===== src/rtl/i2c_axi_cmd_frontend.sv =====
`default_nettype none
// ============================================================================
// i2c_axi_cmd_frontend - AXI4-Lite byte accesses to 24-bit I2C bridge commands
// Rev 1.0
// ============================================================================
module i2c_axi_cmd_frontend #(
  parameter int ADDR_W         = 16,
  parameter int TIMEOUT_CYCLES = 100000
) (
  input  logic              clk,
  input  logic              resetn,
  input  logic [ADDR_W-1:0] s_axi_awaddr,
  input  logic              s_axi_awvalid,
  output logic              s_axi_awready,
  input  logic [31:0]       s_axi_wdata,
  input  logic [3:0]        s_axi_wstrb,
  input  logic              s_axi_wvalid,
  output logic              s_axi_wready,
  output logic [1:0]        s_axi_bresp,
  output logic              s_axi_bvalid,
  input  logic              s_axi_bready,
  input  logic [ADDR_W-1:0] s_axi_araddr,
  input  logic              s_axi_arvalid,
  output logic              s_axi_arready,
  output logic [31:0]       s_axi_rdata,
  output logic [1:0]        s_axi_rresp,
  output logic              s_axi_rvalid,
  input  logic              s_axi_rready,
  output logic [23:0]       addr_data_out,
  output logic              valid_addr_data_out,
  output logic              I2C_trigger,
  input  logic              valid_data_ack,
  input  logic              valid_data_ack_valid,
  input  logic [7:0]        rdata_out,
  input  logic              rdata_out_valid,
  input  logic              PENDING_WR,
  input  logic              PENDING_RD
);

  localparam int                 c_cnt_w     = $clog2(TIMEOUT_CYCLES + 1);
  localparam logic [c_cnt_w-1:0] c_cnt_last  = c_cnt_w'(TIMEOUT_CYCLES - 1);
  localparam logic [1:0]         c_resp_okay = 2'b00;
  localparam logic [1:0]         c_resp_slv  = 2'b10;

  typedef enum logic [2:0] {
    ST_IDLE    = 3'd0,
    ST_ISSUE   = 3'd1,
    ST_TRIG    = 3'd2,
    ST_WAIT_WR = 3'd3,
    ST_WAIT_RD = 3'd4,
    ST_BRESP   = 3'd5,
    ST_RRESP   = 3'd6
  } state_t;

  state_t               state_q, state_d;
  logic                 run_q, run_d;
  logic                 aw_held_q, aw_held_d;
  logic [14:0]          aw_addr_q, aw_addr_d;
  logic                 w_held_q, w_held_d;
  logic [7:0]           w_data_q, w_data_d;
  logic                 w_strb0_q, w_strb0_d;
  logic                 ar_held_q, ar_held_d;
  logic [14:0]          ar_addr_q, ar_addr_d;
  logic                 rd_q, rd_d;
  logic [23:0]          cmd_q, cmd_d;
  logic [c_cnt_w-1:0]   cnt_q, cnt_d;
  logic [1:0]           bresp_q, bresp_d;
  logic [1:0]           rresp_q, rresp_d;
  logic [7:0]           rdata_q, rdata_d;

  logic w_idle;
  logic w_aw_hs;
  logic w_w_hs;
  logic w_ar_hs;
  logic unused_inputs;

  // run_q keeps the ready outputs low while resetn is asserted
  assign w_idle        = (state_q == ST_IDLE) && run_q;
  assign s_axi_awready = w_idle && !aw_held_q;
  assign s_axi_wready  = w_idle && !w_held_q;
  assign s_axi_arready = w_idle && !ar_held_q;
  assign w_aw_hs       = s_axi_awvalid && s_axi_awready;
  assign w_w_hs        = s_axi_wvalid && s_axi_wready;
  assign w_ar_hs       = s_axi_arvalid && s_axi_arready;

  assign s_axi_bvalid        = (state_q == ST_BRESP);
  assign s_axi_bresp         = bresp_q;
  assign s_axi_rvalid        = (state_q == ST_RRESP);
  assign s_axi_rresp         = rresp_q;
  assign s_axi_rdata         = {24'h0, rdata_q};
  assign addr_data_out       = cmd_q;
  assign valid_addr_data_out = (state_q == ST_ISSUE);
  assign I2C_trigger         = (state_q == ST_TRIG);

  assign unused_inputs = ^{s_axi_awaddr, s_axi_araddr, s_axi_wdata[31:8], s_axi_wstrb[3:1]};

  always_comb begin
    state_d   = state_q;
    run_d     = 1'b1;
    aw_held_d = aw_held_q;
    aw_addr_d = aw_addr_q;
    w_held_d  = w_held_q;
    w_data_d  = w_data_q;
    w_strb0_d = w_strb0_q;
    ar_held_d = ar_held_q;
    ar_addr_d = ar_addr_q;
    rd_d      = rd_q;
    cmd_d     = cmd_q;
    cnt_d     = cnt_q;
    bresp_d   = bresp_q;
    rresp_d   = rresp_q;
    rdata_d   = rdata_q;

    if (w_aw_hs) begin
      aw_held_d = 1'b1;
      aw_addr_d = s_axi_awaddr[14:0];
    end
    if (w_w_hs) begin
      w_held_d  = 1'b1;
      w_data_d  = s_axi_wdata[7:0];
      w_strb0_d = s_axi_wstrb[0];
    end
    if (w_ar_hs) begin
      ar_held_d = 1'b1;
      ar_addr_d = s_axi_araddr[14:0];
    end

    case (state_q)
      ST_IDLE: begin
        // writes win over a held read; nothing leaves while the core is busy
        if (!PENDING_WR && !PENDING_RD) begin
          if (aw_held_q && w_held_q) begin
            if (w_strb0_q) begin
              state_d = ST_ISSUE;
              rd_d    = 1'b0;
              cmd_d   = {aw_addr_q[14:8], 1'b0, aw_addr_q[7:0], w_data_q};
            end else begin
              state_d = ST_BRESP;
              bresp_d = c_resp_slv;
            end
          end else if (ar_held_q) begin
            state_d = ST_ISSUE;
            rd_d    = 1'b1;
            cmd_d   = {ar_addr_q[14:8], 1'b1, ar_addr_q[7:0], 8'h00};
          end
        end
      end
      ST_ISSUE: state_d = ST_TRIG;
      ST_TRIG: begin
        state_d = rd_q ? ST_WAIT_RD : ST_WAIT_WR;
        cnt_d   = '0;
      end
      ST_WAIT_WR: begin
        if (valid_data_ack_valid) begin
          state_d = ST_BRESP;
          bresp_d = valid_data_ack ? c_resp_okay : c_resp_slv;
        end else if (cnt_q == c_cnt_last) begin
          state_d = ST_BRESP;
          bresp_d = c_resp_slv;
        end else begin
          cnt_d = cnt_q + 1'b1;
        end
      end
      ST_WAIT_RD: begin
        // returned data takes precedence over a simultaneous NACK
        if (rdata_out_valid) begin
          state_d = ST_RRESP;
          rresp_d = c_resp_okay;
          rdata_d = rdata_out;
        end else if ((valid_data_ack_valid && !valid_data_ack) || (cnt_q == c_cnt_last)) begin
          state_d = ST_RRESP;
          rresp_d = c_resp_slv;
          rdata_d = 8'h00;
        end else begin
          cnt_d = cnt_q + 1'b1;
        end
      end
      ST_BRESP: begin
        if (s_axi_bready) begin
          state_d   = ST_IDLE;
          aw_held_d = 1'b0;
          w_held_d  = 1'b0;
        end
      end
      ST_RRESP: begin
        if (s_axi_rready) begin
          state_d   = ST_IDLE;
          ar_held_d = 1'b0;
        end
      end
      default: state_d = ST_IDLE;
    endcase
  end

  always_ff @(posedge clk) begin
    if (!resetn) begin
      state_q   <= ST_IDLE;
      run_q     <= 1'b0;
      aw_held_q <= 1'b0;
      aw_addr_q <= '0;
      w_held_q  <= 1'b0;
      w_data_q  <= '0;
      w_strb0_q <= 1'b0;
      ar_held_q <= 1'b0;
      ar_addr_q <= '0;
      rd_q      <= 1'b0;
      cmd_q     <= '0;
      cnt_q     <= '0;
      bresp_q   <= '0;
      rresp_q   <= '0;
      rdata_q   <= '0;
    end else begin
      state_q   <= state_d;
      run_q     <= run_d;
      aw_held_q <= aw_held_d;
      aw_addr_q <= aw_addr_d;
      w_held_q  <= w_held_d;
      w_data_q  <= w_data_d;
      w_strb0_q <= w_strb0_d;
      ar_held_q <= ar_held_d;
      ar_addr_q <= ar_addr_d;
      rd_q      <= rd_d;
      cmd_q     <= cmd_d;
      cnt_q     <= cnt_d;
      bresp_q   <= bresp_d;
      rresp_q   <= rresp_d;
      rdata_q   <= rdata_d;
    end
  end

endmodule
`default_nettype wire


===== config.mk =====
export PLATFORM = sky130hd
export DESIGN_NAME = i2c_axi_cmd_frontend
export DESIGN_NICKNAME = d
export VERILOG_FILES = /design/src/rtl/i2c_axi_cmd_frontend.sv
export SDC_FILE = /design/constraint.sdc
export NUM_CORES = 1
export LEC_CHECK = 0
export ABC_AREA = 1
export CAP_MARGIN = 20
export CELL_PAD_IN_SITES_DETAIL_PLACEMENT = 1
export CELL_PAD_IN_SITES_GLOBAL_PLACEMENT = 1
export CORE_MARGIN = 10
export CORE_UTILIZATION = 34
export DETAILED_ROUTE_END_ITERATION = 12
export PLACE_DENSITY = 0.83
export SLEW_MARGIN = 5
export SYNTH_ARGS = -nofsm -noshare
export SYNTH_HDL_FRONTEND = slang
export SYNTH_SLANG_ARGS = --single-unit

===== constraint.sdc =====
create_clock -name clk -period 2.78 [get_ports clk]
set_clock_uncertainty 0.1 [all_clocks]
set_input_delay 0.695 -clock clk [delete_from_list [all_inputs] [get_ports clk]]
set_output_delay 0.695 -clock clk [all_outputs]
set_load 0.03 [all_outputs]

Word level (Yosys, flattened, before mapping). Cells that the tools add are included.

Equality and inequality tests: 20. Reductions and logical operators: 27. Multiplexer cells: 44. Add/sub/neg operators: 1.

Operators with widths (number): $mux W24 (3); $mux W17 (4); $pmux W17 S3 (1); $mux W3 (11); $pmux W3 S7 (1); $add A17 B1 Y17 const B (1); $eq A17 B17 Y1 const B (1); $mux W2 (8); $mux W8 (2); $mux W1 (13); $ne A2 B2 Y1 const B (6); $logic_and A1 B1 Y1 (10); $reduce_and A5 Y1 (2); $eq A3 B3 Y1 const B (3); $ne A2 B1 Y1 const B (4); $eq A3 B2 Y1 const B (2); $logic_not A1 Y1 (6); $ne A3 B3 Y1 const B (2); $reduce_and A6 Y1 (1); $reduce_bool A2 Y1 (3); $pmux W2 S2 (1); $reduce_and A4 Y1 (1); $eq A3 B1 Y1 const B (1); $logic_not A3 Y1 (1); other kinds (4) (4).

Output and inout port bits: 67. Bits in registers: 100. Input bits: 88.

Depth between registers and ports, before layout. Gate-level depths: netlist (run 1).

Depth after elaboration: 7. Depth in mapped cells: 11. Depth with buffers taken out: 11.

Worst setup path after synthesis (run 1). OpenSTA, ideal clock, no wires.

Path type: flip-flop to output port. Start: register state_q[0]. End: output port valid_addr_data_out. Setup slack: 0.805 ns. Required time: 1.985 ns. Arrival time: 1.180 ns. Stages on the path, launching flop included: 3. Cells stage by stage: dfxtp_1 > inv_1 > nor3_1.

Longest elaborated chain between the ends: 1.

Ends and longest elaborated chain: start: declaration (line 55) `state_t state_q, state_d;`; start signal: assignment (line 213) `state_q <= state_d;`; $eq A3 B1 Y1 (line 92) `assign valid_addr_data_out = (state_q == ST_ISSUE);`; end: declaration (line 30) `output logic valid_addr_data_out,`.

No other way between the ends.

Final worst setup path (run 1). Same ends and word-level chain as after synthesis.

==> flow_summary_export.csv, run 1 <==
group,metric,value,unit
global_routing,grt_overflow,0,
timing,setup_tns,0,ns
floorplanning,core,0.0128,mm²
floorplanning,initial_utilization,35.1,%
worst_setup_path,cp-end-kind,"primary output",
clock_network,clkSinkCount,97,
detailed_routing,dr.pass1.iters,5,
layout,area_growth,29.2,%
timing,timing.final.crit_period,2.68,ns
timing,setup-violations-final,0,
timing,slew_headroom,58.7,%
timing,finalWorstSetupSlack,0.101,ns
logic_synthesis,yosysWarnings,0,
placement,portBuffers,99,
clock_network,cts_resized,3,
worst_hold_path,min_path_type,"flip-flop to flip-flop",
global_routing,track_usage,15.9,%
detailed_routing,drc,0,
logic_synthesis,ys_seq_area_share,43.3,%
global_routing,grt_max_degree,70,
logic_synthesis,synth_cell_types,33,
floorplanning,die_h,135,µm
clock_network,clk_pin_slew,0.06,ns
logic_synthesis,syn_area,0.00449,mm²
layout,multi_input_area,0.00216,mm²
logic_synthesis,syn_inst,637,
layout,finalCoreUtilization,45.4,%
job,maxCapViolations,0,
detailed_routing,drtAntennaViolNets,0,
layout,finalNetCount,816,
placement,pre_cts_ws,0.280,ns
layout,layout-drive-gt1-share,7.24,%
detailed_routing,wl_per_cell,15.9,µm
detailed_routing,num_vias,4444,
outcome,status,"finished, final reports clean",
placement,routabilityCongestion,0.895,
clock_network,cts.htree.levels,3,
clock_network,clock_latency,0.35,ns
floorplanning,io_pins,155,
detailed_routing,drt-initial-drc-count,191,
logic_synthesis,ys_ff_latch,97,
worst_setup_path,required,1.99,ns
global_routing,grt_pass1_wl,23900,µm
layout,num_antenna_cells,0,
global_routing,antenna_found_initial,0,
clock_network,post_cts_buffers,0,
worst_setup_path,critical_path_class,"flip-flop to primary output",
clock_network,cts_root_buf,"clkbuf_16",
timing,fin_crit_sh,96.4,%
logic_synthesis,synth.avg_cell_area,7.04,µm²
power_and_ir_drop,ir_worst_vdd,0.343,mV
power_and_ir_drop,p_leak,2.20,nW
layout,fill_cells,1605,
power_and_ir_drop,p_per_area,747,mW/mm²
clock_network,cts_buffers,9,
global_routing,grt_pass1_vias,4891,
worst_setup_path,worstPathArrival,1.88,ns
timing,tightest_slew,0.617,ns
timing,rsz0062_at_grt,"no",
timing,hold_viol,0,
layout,seqCellArea,0.00194,mm²
timing,clock.fmax,373,MHz
worst_setup_path,cp-start-kind,"flip-flop",
clock_network,clockBufferDepth,2,
floorplanning,placementRows,41,
floorplanning,dieArea,0.0182,mm²
detailed_routing,finalWirelength,14400,µm
placement,dp_hpwl,10600,µm
worst_setup_path,path_max_fanout,6,
detailed_routing,drt-vias-per-instance,4.92,
timing,drv_slew,0,
clock_network,cts_tree,"done",
clock_network,hold_buffers,0,
floorplanning,die_x,135,µm
power by group:
part | switching [mW] | internal, mW | leakage (nW) | total [mW]
Sequential | 0.184 | 1.62 | 0.790 | 1.80
Combinational | 0.834 | 0.468 | 1.27 | 1.30
Clock | 0.532 | 0.697 | 0.139 | 1.23
layer usage:
layer	GRT usage [%]	up-vias	part of all wire, %
li1	-	2187	-
met1	16.6	2169	40
met2	30.5	71	54
met3	3.38	17	4.0
met4	5.62	0	1.4
met5	0	-	0
worst paths after layout:
| check | end | depth (start not counted) | startpoint | slack, ns |
|---|---|---|---|---|
| worst max-delay path | valid_addr_data_out | 3 | state_q[0]$_SDFFE_PN0P_ | 0.10 |
| worst max register to register | state_q[0]$_SDFFE_PN0P_ | 9 | cnt_q[0]$_SDFFE_PN0P_ | 0.71 |
| worst min-delay path | rdata_q[4]$_SDFFE_PN0P_ | 2 | rdata_q[4]$_SDFFE_PN0P_ | 0.36 |
| worst min register to register | rdata_q[4]$_SDFFE_PN0P_ | 2 | rdata_q[4]$_SDFFE_PN0P_ | 0.36 |
layout make-up:
cell class | instances | share of cell area (%)
clock buffer | 11 | 4.01
inverter | 37 | 2.40
tap | 172 | 3.71
clock inverter | 5 | 0.971
timing repair buffer | 108 | 18.1
multi-input combinational | 474 | 37.3
sequential | 97 | 33.5
placed cells by master, fill, tap and decap left out, types with 2 or more instances in the layout:
| cell | n |
|---|---|
| nand2_1 | 132 |
| nor2_1 | 123 |
| dfxtp_1 | 97 |
| clkdlybuf4s50_1 | 95 |
| o21ai_0 | 59 |
| a21oi_1 | 36 |
| inv_1 | 29 |
| nand3_1 | 29 |
| conb_1 | 26 |
| a31oi_1 | 15 |
| clkbuf_16 | 9 |
| buf_4 | 9 |
| nand4_1 | 8 |
| nor3_1 | 6 |
| inv_2 | 6 |
| nand2_2 | 6 |
| xor2_1 | 6 |
| nor2_2 | 4 |
| nand3_2 | 4 |
| or2_2 | 4 |
| nor3_2 | 3 |
| o21ai_1 | 3 |
| o21bai_1 | 3 |
| dlygate4sd2_1 | 3 |
| clkinv_1 | 2 |
| clkbuf_1 | 2 |
| clkinv_2 | 2 |
Yosys cell counts, drive strengths merged:
library cell    n  area [µm²]
nand2         138         533
nor2          128         498
dfxtp          97        1940
o21ai          62         310
buf            38         277
a21oi          36         180
inv            35         131
nand3          33         185
clkbuf         16        60.1
a31oi          15        93.8
nor3            9        60.1
nand4           8        50.1
xor2            6        52.6
or2             4        25.0
o21bai          3        22.5
clkinv          2        7.51
o22ai           2        18.8
a211oi          1        7.51
conb            1        3.75
ha              1        12.5
nand3b          1        7.51
o211ai          1        7.51
critical path: stages, from the launching register on:
cell,delay (ns)
dfxtp_1,0.46
inv_1,0.10
nor3_1,0.22
clkdlybuf4s50_1,0.76
metrics by stage:
stage	cells	cell area, µm²	hold WS (ns)	total power, mW
global placement	888	5510	0.342	3.06
CTS	904	5800	0.365	4.36
global route	904	5800	0.380	4.61
finish	904	5800	0.362	4.33
floorplan	662	4580	0.341	2.73
detailed placement	888	5510	0.355	3.14
sequential cells by signal, indices dropped and copies added, names as in the netlist, 3 cells and up:
| signal | cells |
|---|---|
| addr_data_out | 24 |
| cnt_q | 17 |
| ar_addr_q | 15 |
| aw_addr_q | 15 |
| rdata_q | 8 |
| w_data_q | 8 |
| state_q | 3 |
logic make-up (layout without fill, tap and decap cells):
group / Yosys count / after routing / share of synthesized area [%]
adder cells (fa/ha/maj): 1 / 1 / 0.279
flip-flops: 97 / 97 / 43.3
AND/OR/NAND/NOR: 321 / 321 / 30.3
XOR/XNOR: 6 / 6 / 1.17
AO/OA/AOI/OAI: 120 / 120 / 14.3
buffers and inverters: 91 / 161 / 10.6
other: 1 / 26 / 0.0836
Power figures use the tool's default switching activity.
==> run 2: changes to the inputs <==
CAP_MARGIN = 5   (was 20)
SLEW_MARGIN = 25   (was 5)
==> results of run 2 <==
Final layout, timing and power as in run 1 (identical DEF).
